File: config.mk
export PLATFORM = sky130hd
export DESIGN_NAME = tone_generator
export DESIGN_NICKNAME = d
export VERILOG_FILES = /design/src/rtl/tone_generator.sv
export SDC_FILE = /design/constraint.sdc
export NUM_CORES = 1
export LEC_CHECK = 0
export ABC_AREA = 1
export BUFFER_PORTS_ARGS = -buffer_cell sky130_fd_sc_hd__buf_2
export CORE_MARGIN = 1.5
export CORE_UTILIZATION = 53
export DETAILED_ROUTE_END_ITERATION = 8
export PLACE_DENSITY = 0.71
export SYNTH_ARGS = -nofsm -noshare
export SYNTH_HDL_FRONTEND = slang
export SYNTH_SLANG_ARGS = --single-unit
File: constraint.sdc
create_clock -name clk -period 1.8 [get_ports clk]
set_input_delay 0.09 -clock clk [delete_from_list [all_inputs] [get_ports clk]]
set_output_delay 0.09 -clock clk [all_outputs]
set_load 0.01 [all_outputs]
File: src/rtl/tone_generator.sv
// tone_generator: note index to square-wave buzzer drive at 50 MHz.
// Define TONE_SYNC_EN to add a 2-flop synchronizer and 2-cycle deglitch filter.
module tone_generator #(
    parameter int CNT_W = 18
) (
    input  logic             clk,
    input  logic             reset,
    input  logic [4:0]       noteIndex,
    output logic             buzzer,
    output logic             playing,
    output logic [CNT_W-1:0] curHalf
);

    typedef enum logic {
        IDLE,
        RUN
    } state_t;

    state_t           r_state;
    logic [4:0]       r_idx;
    logic [CNT_W-1:0] r_cnt;
    logic [CNT_W-1:0] w_mid;
    logic [CNT_W-1:0] w_pend;

`ifdef TONE_SYNC_EN
    logic [4:0] r_sync1;
    logic [4:0] r_sync2;

    // idx only follows a value seen identical on two consecutive clocks
    always_ff @(posedge clk or negedge reset) begin
        if (!reset) begin
            r_sync1 <= '0;
            r_sync2 <= '0;
            r_idx   <= '0;
        end else begin
            r_sync1 <= noteIndex;
            r_sync2 <= r_sync1;
            if (r_sync1 == r_sync2)
                r_idx <= r_sync2;
        end
    end
`else
    always_ff @(posedge clk or negedge reset) begin
        if (!reset)
            r_idx <= '0;
        else
            r_idx <= noteIndex;
    end
`endif

    always_comb begin
        case (r_idx[2:0])
            3'd1:    w_mid = CNT_W'(95556);
            3'd2:    w_mid = CNT_W'(85131);
            3'd3:    w_mid = CNT_W'(75843);
            3'd4:    w_mid = CNT_W'(71586);
            3'd5:    w_mid = CNT_W'(63776);
            3'd6:    w_mid = CNT_W'(56818);
            3'd7:    w_mid = CNT_W'(50619);
            default: w_mid = '0;
        endcase
    end

    always_comb begin
        case (r_idx[4:3])
            2'b00:   w_pend = w_mid << 1;
            2'b01:   w_pend = w_mid;
            2'b11:   w_pend = w_mid >> 1;
            default: w_pend = '0;
        endcase
    end

    // new notes and rests are only applied at a half-period boundary
    always_ff @(posedge clk or negedge reset) begin
        if (!reset) begin
            r_state <= IDLE;
            buzzer  <= 1'b0;
            playing <= 1'b0;
            curHalf <= '0;
            r_cnt   <= '0;
        end else begin
            unique case (r_state)
                IDLE: begin
                    if (w_pend != '0) begin
                        r_state <= RUN;
                        buzzer  <= 1'b1;
                        playing <= 1'b1;
                        curHalf <= w_pend;
                        r_cnt   <= w_pend - 1'b1;
                    end
                end
                RUN: begin
                    if (r_cnt != '0) begin
                        r_cnt <= r_cnt - 1'b1;
                    end else if (w_pend != '0) begin
                        buzzer  <= ~buzzer;
                        curHalf <= w_pend;
                        r_cnt   <= w_pend - 1'b1;
                    end else begin
                        r_state <= IDLE;
                        buzzer  <= 1'b0;
                        playing <= 1'b0;
                        curHalf <= '0;
                    end
                end
                default: r_state <= IDLE;
            endcase
        end
    end

endmodule

==> metrics.log <==
INFO  metric leakagePower = approximately 0.0021 uW
INFO  metric post_detailed_route_wirelength_per_cell = between 10 and 15 um
INFO  metric critical_path.top_delay_family = simple AND/OR/NAND/NOR gates
INFO  metric viasPerCell = 5.26
INFO  metric timing.fmax = 0.496 GHz
INFO  metric timing.max_cap.violations = 0
INFO  metric swShare = ~38%
INFO  metric fin_hold_ws = 0.333 ns
INFO  metric net-switching-power = roughly 1300 uW
INFO  metric detailed_place_hpwl = roughly 6 mm
INFO  metric gp_congestion = 0.964
INFO  metric grt_first_pass_wirelength = around 13 mm
INFO  metric final_layout_size_suffix_gt1_share = around 33%
INFO  metric synthMuxAreaShare = 0%
INFO  metric syn_area_per_cell = ~7.0 um2
INFO  metric share_of_synthesized_cell_area_in_full_adder_half_adder_and_majority_cells = about 1.4%
INFO  metric synthesis.area = 2770 um2
INFO  metric critPathKind = flip-flop to flip-flop
INFO  metric n_antenna_cell = 0
INFO  metric grt_start_max_net_pins = 24
INFO  metric synth_cell_type_count = 31
INFO  metric post_synth_xor_area_fraction = approximately 2.5%
INFO  metric yosys_warnings = 0
INFO  metric clock_power_share = about a fifth
INFO  metric maximum_cell_stage_delay_along_the_critical_path = 0.46 ns
INFO  metric synth-compound-area-share = ~9.0%
INFO  metric buffer_ports.inserted = 26
INFO  metric starting_utilization_of_the_core_area = between 50% and 60%
INFO  metric rsz0062_at_grt = yes
INFO  metric die_h = roughly 75 um
INFO  metric number_of_nets_produced_by_synthesis = slightly above 400
INFO  metric min_period = 2.01 ns
INFO  metric global_route.overflow_total = 0
INFO  metric num_rows = 26
INFO  metric dpl_cell_area = 3580 um2
INFO  metric finClkSkew = ~0.011 ns
INFO  metric r2r_setup_slack = -0.21 ns
INFO  metric ys_seq_area_share = 39.7%
INFO  metric dominantRegCellSynth = sky130_fd_sc_hd__dfrtp_1
INFO  metric async_flop_share = 100%
INFO  metric via_count = around 3100
INFO  metric worst-slew-pin-transition = between 0.5 and 0.6 ns
INFO  metric die-width = ~75 um
INFO  metric worstPathCellList = nand2_1 -> nand2_2 -> nand2_1 -> o211ai_1 -> inv_1 -> ha_2 -> nand2_2 -> nor2_4 -> nand3_4 -> buf_6 -> nor2_4 -> nand2_1 -> o21ai_1 -> nor2_1
INFO  metric cell_internal_pwr = between 2000 and 2500 uW
INFO  metric number_of_global_route_vias_before_repair = between 2000 and 3000
INFO  metric critPathLaunchType = flip-flop
INFO  metric detail_route.drc_violations = 0
INFO  metric pwr_density_cell = 896 nW/um2
INFO  metric synth.ff_latch_count = between 40 and 50
INFO  metric fin_area = a little under 4000 um2
INFO  metric dominant_combinational_cell_family_by_area_after_synthesis = simple AND/OR/NAND/NOR gates
INFO  metric share_comb_of_total_power = between 40% and 50%
INFO  metric finalSetupViolations = 38
INFO  metric pin_count = 27
INFO  metric post-place-ws = -0.288 ns
INFO  metric firstDrtPassIters = 5
INFO  metric seqPwrFrac = 40.2%
INFO  metric drc_marker_count_from_the_first_detailed_route_iteration = about 200
INFO  metric maxSlewViolCount = 0
INFO  metric cell_count_after_synthesis = between 300 and 400
INFO  metric critPathSlowestCell = sky130_fd_sc_hd__dfrtp_2
INFO  metric mostFrequentLayoutCells = sky130_fd_sc_hd__nand2_1 (101), sky130_fd_sc_hd__buf_4 (74), sky130_fd_sc_hd__nand3_1 (54)
INFO  metric detail-route-antenna-nets = 0
INFO  metric critical_path_peak_fanout = 6
INFO  metric synth_simple_gate_area_share = between 40% and 50%
INFO  metric cp-end-kind = flip-flop
INFO  metric tritoncts = built
INFO  metric postLayoutSetupSlackWorst = -0.215 ns
INFO  metric cts_root_buf = sky130_fd_sc_hd__clkbuf_8
INFO  metric clkSinkCount = 44
INFO  metric syn2layout_area_growth = 42.0%
INFO  metric hold_viol = 0
INFO  metric cp_num_buf_inv = 2
INFO  metric relSlewSlack = around 60%
INFO  metric outcome = finished, violations left
INFO  metric ctsLongestPathBuffers = 2
INFO  metric cts-htree-levels = 2
INFO  metric max-vdd-ir-drop = approximately 0.00054 V
INFO  metric mostFrequentLayoutCell = sky130_fd_sc_hd__nand2_1
INFO  metric cts.clk_slew.worst_paths = roughly 0.090 ns
INFO  metric worst_skew_pair.late_latency = roughly 0.30 ns
INFO  metric finalCritPeriodShare = 112%
INFO  metric synth_edf_count = 0
INFO  metric end_of_flow_core_utilization = 77.5%
INFO  metric die_footprint = between 5000 and 6000 um2
INFO  metric crit_required = ~2.0 ns
INFO  metric final_net_count = ~520
INFO  metric hold_class = input pin to asynchronous set/reset pin
INFO  metric cp.arrival = 2.21 ns
INFO  metric critical-path-top-cell-by-count = sky130_fd_sc_hd__nand2_1
INFO  metric violated_checks = negative setup slack
INFO  metric wirelength = a little over 8 mm
INFO  metric cts_made_buffers = 5
INFO  metric grt_antenna_before_repair = 0
INFO  metric grt_util_all_layers = 29.7%
INFO  metric core-area = between 5000 and 6000 um2
-- power groups by stage --
stage          registers (uW)  logic [uW]  clock network (uW)
2_1_floorplan            1470         725                   0
3_3_place_gp             1410        1310                   0
3_5_place_dp             1420        1350                   0
4_1_cts                  1410        1410                 659
5_1_grt                  1460        1630                 699
6_report                 1420        1450                 659
-- metal layers --
layer	global-route usage [%]	wire, um	vias up
met5	0	0	-
met4	8.73	136	0
met2	52.2	4180	82
li1	-	-	1532
met3	3.57	303	13
met1	38.4	3450	1442
-- sequential cells by signal, indices dropped and copies added (netlist names) --
signal	count
r_idx	5
r_cnt	18
playing	1
buzzer	1
r_state	1
curHalf	18
-- Yosys cell counts, drive strengths merged (4+ instances only) --
library cell    n  area [um2]
buf             6        46.3
a21oi           7        35.0
o22ai           4        25.0
nand2         116         450
xor2            6        52.6
inv            39         146
nand3          58         313
nand4           7        43.8
o21ai          27         135
nor2           61         256
dfrtp          44        1100
nor3            4        20.0
-- logic make-up (layout without fill, tap and decap cells) --
family / Yosys count / after routing
flip-flops: 44 / 44
AND/OR/NAND/NOR: 250 / 250
buffers and inverters: 48 / 163
XOR/XNOR: 8 / 8
AO/OA/AOI/OAI: 45 / 45
adder cells (fa/ha/maj): 3 / 3
-- timing repair --
action	4_1_cts	5_1_grt
hold endpoints to repair	27	0
gates resized for setup	22	22
endpoints found under the setup margin	37	39
hold buffers	6	0
pin swaps	5	7
setup buffers	4	6
-- area by class of cell --
type | instances | area, um2
Multi-Input combinational cell | 306 | 1610
Fill cell | 391 | 1140
Sequential cell | 44 | 1100
Timing Repair Buffer | 116 | 885
Inverter | 39 | 154
Tap cell | 70 | 87.6
Clock buffer | 7 | 86.3
Clock inverter | 1 | 7.51
-- worst paths after layout --
path                              start   endpoint  cells past startpoint
hold reg to reg                  buzzer     buzzer                      1
hold / removal                    reset    playing                      2
setup / recovery               r_idx[1]  r_cnt[11]                     14
min in group clk           noteIndex[2]   r_idx[2]                      2
setup reg to reg               r_idx[1]  r_cnt[11]                     14
max in group asynchronous         reset   r_idx[4]                      3
-- through the flow --
stage / TNS, ns / total power, uW / instances
floorplan: -2.70 / 2190 / 398
detailed placement: -6.40 / 2770 / 559
global placement: -4.43 / 2720 / 559
CTS: -5.37 / 3480 / 577
global route: -10.06 / 3790 / 583
finish: -5.38 / 3530 / 583
Note: power is estimated with default switching activity, not from simulation.
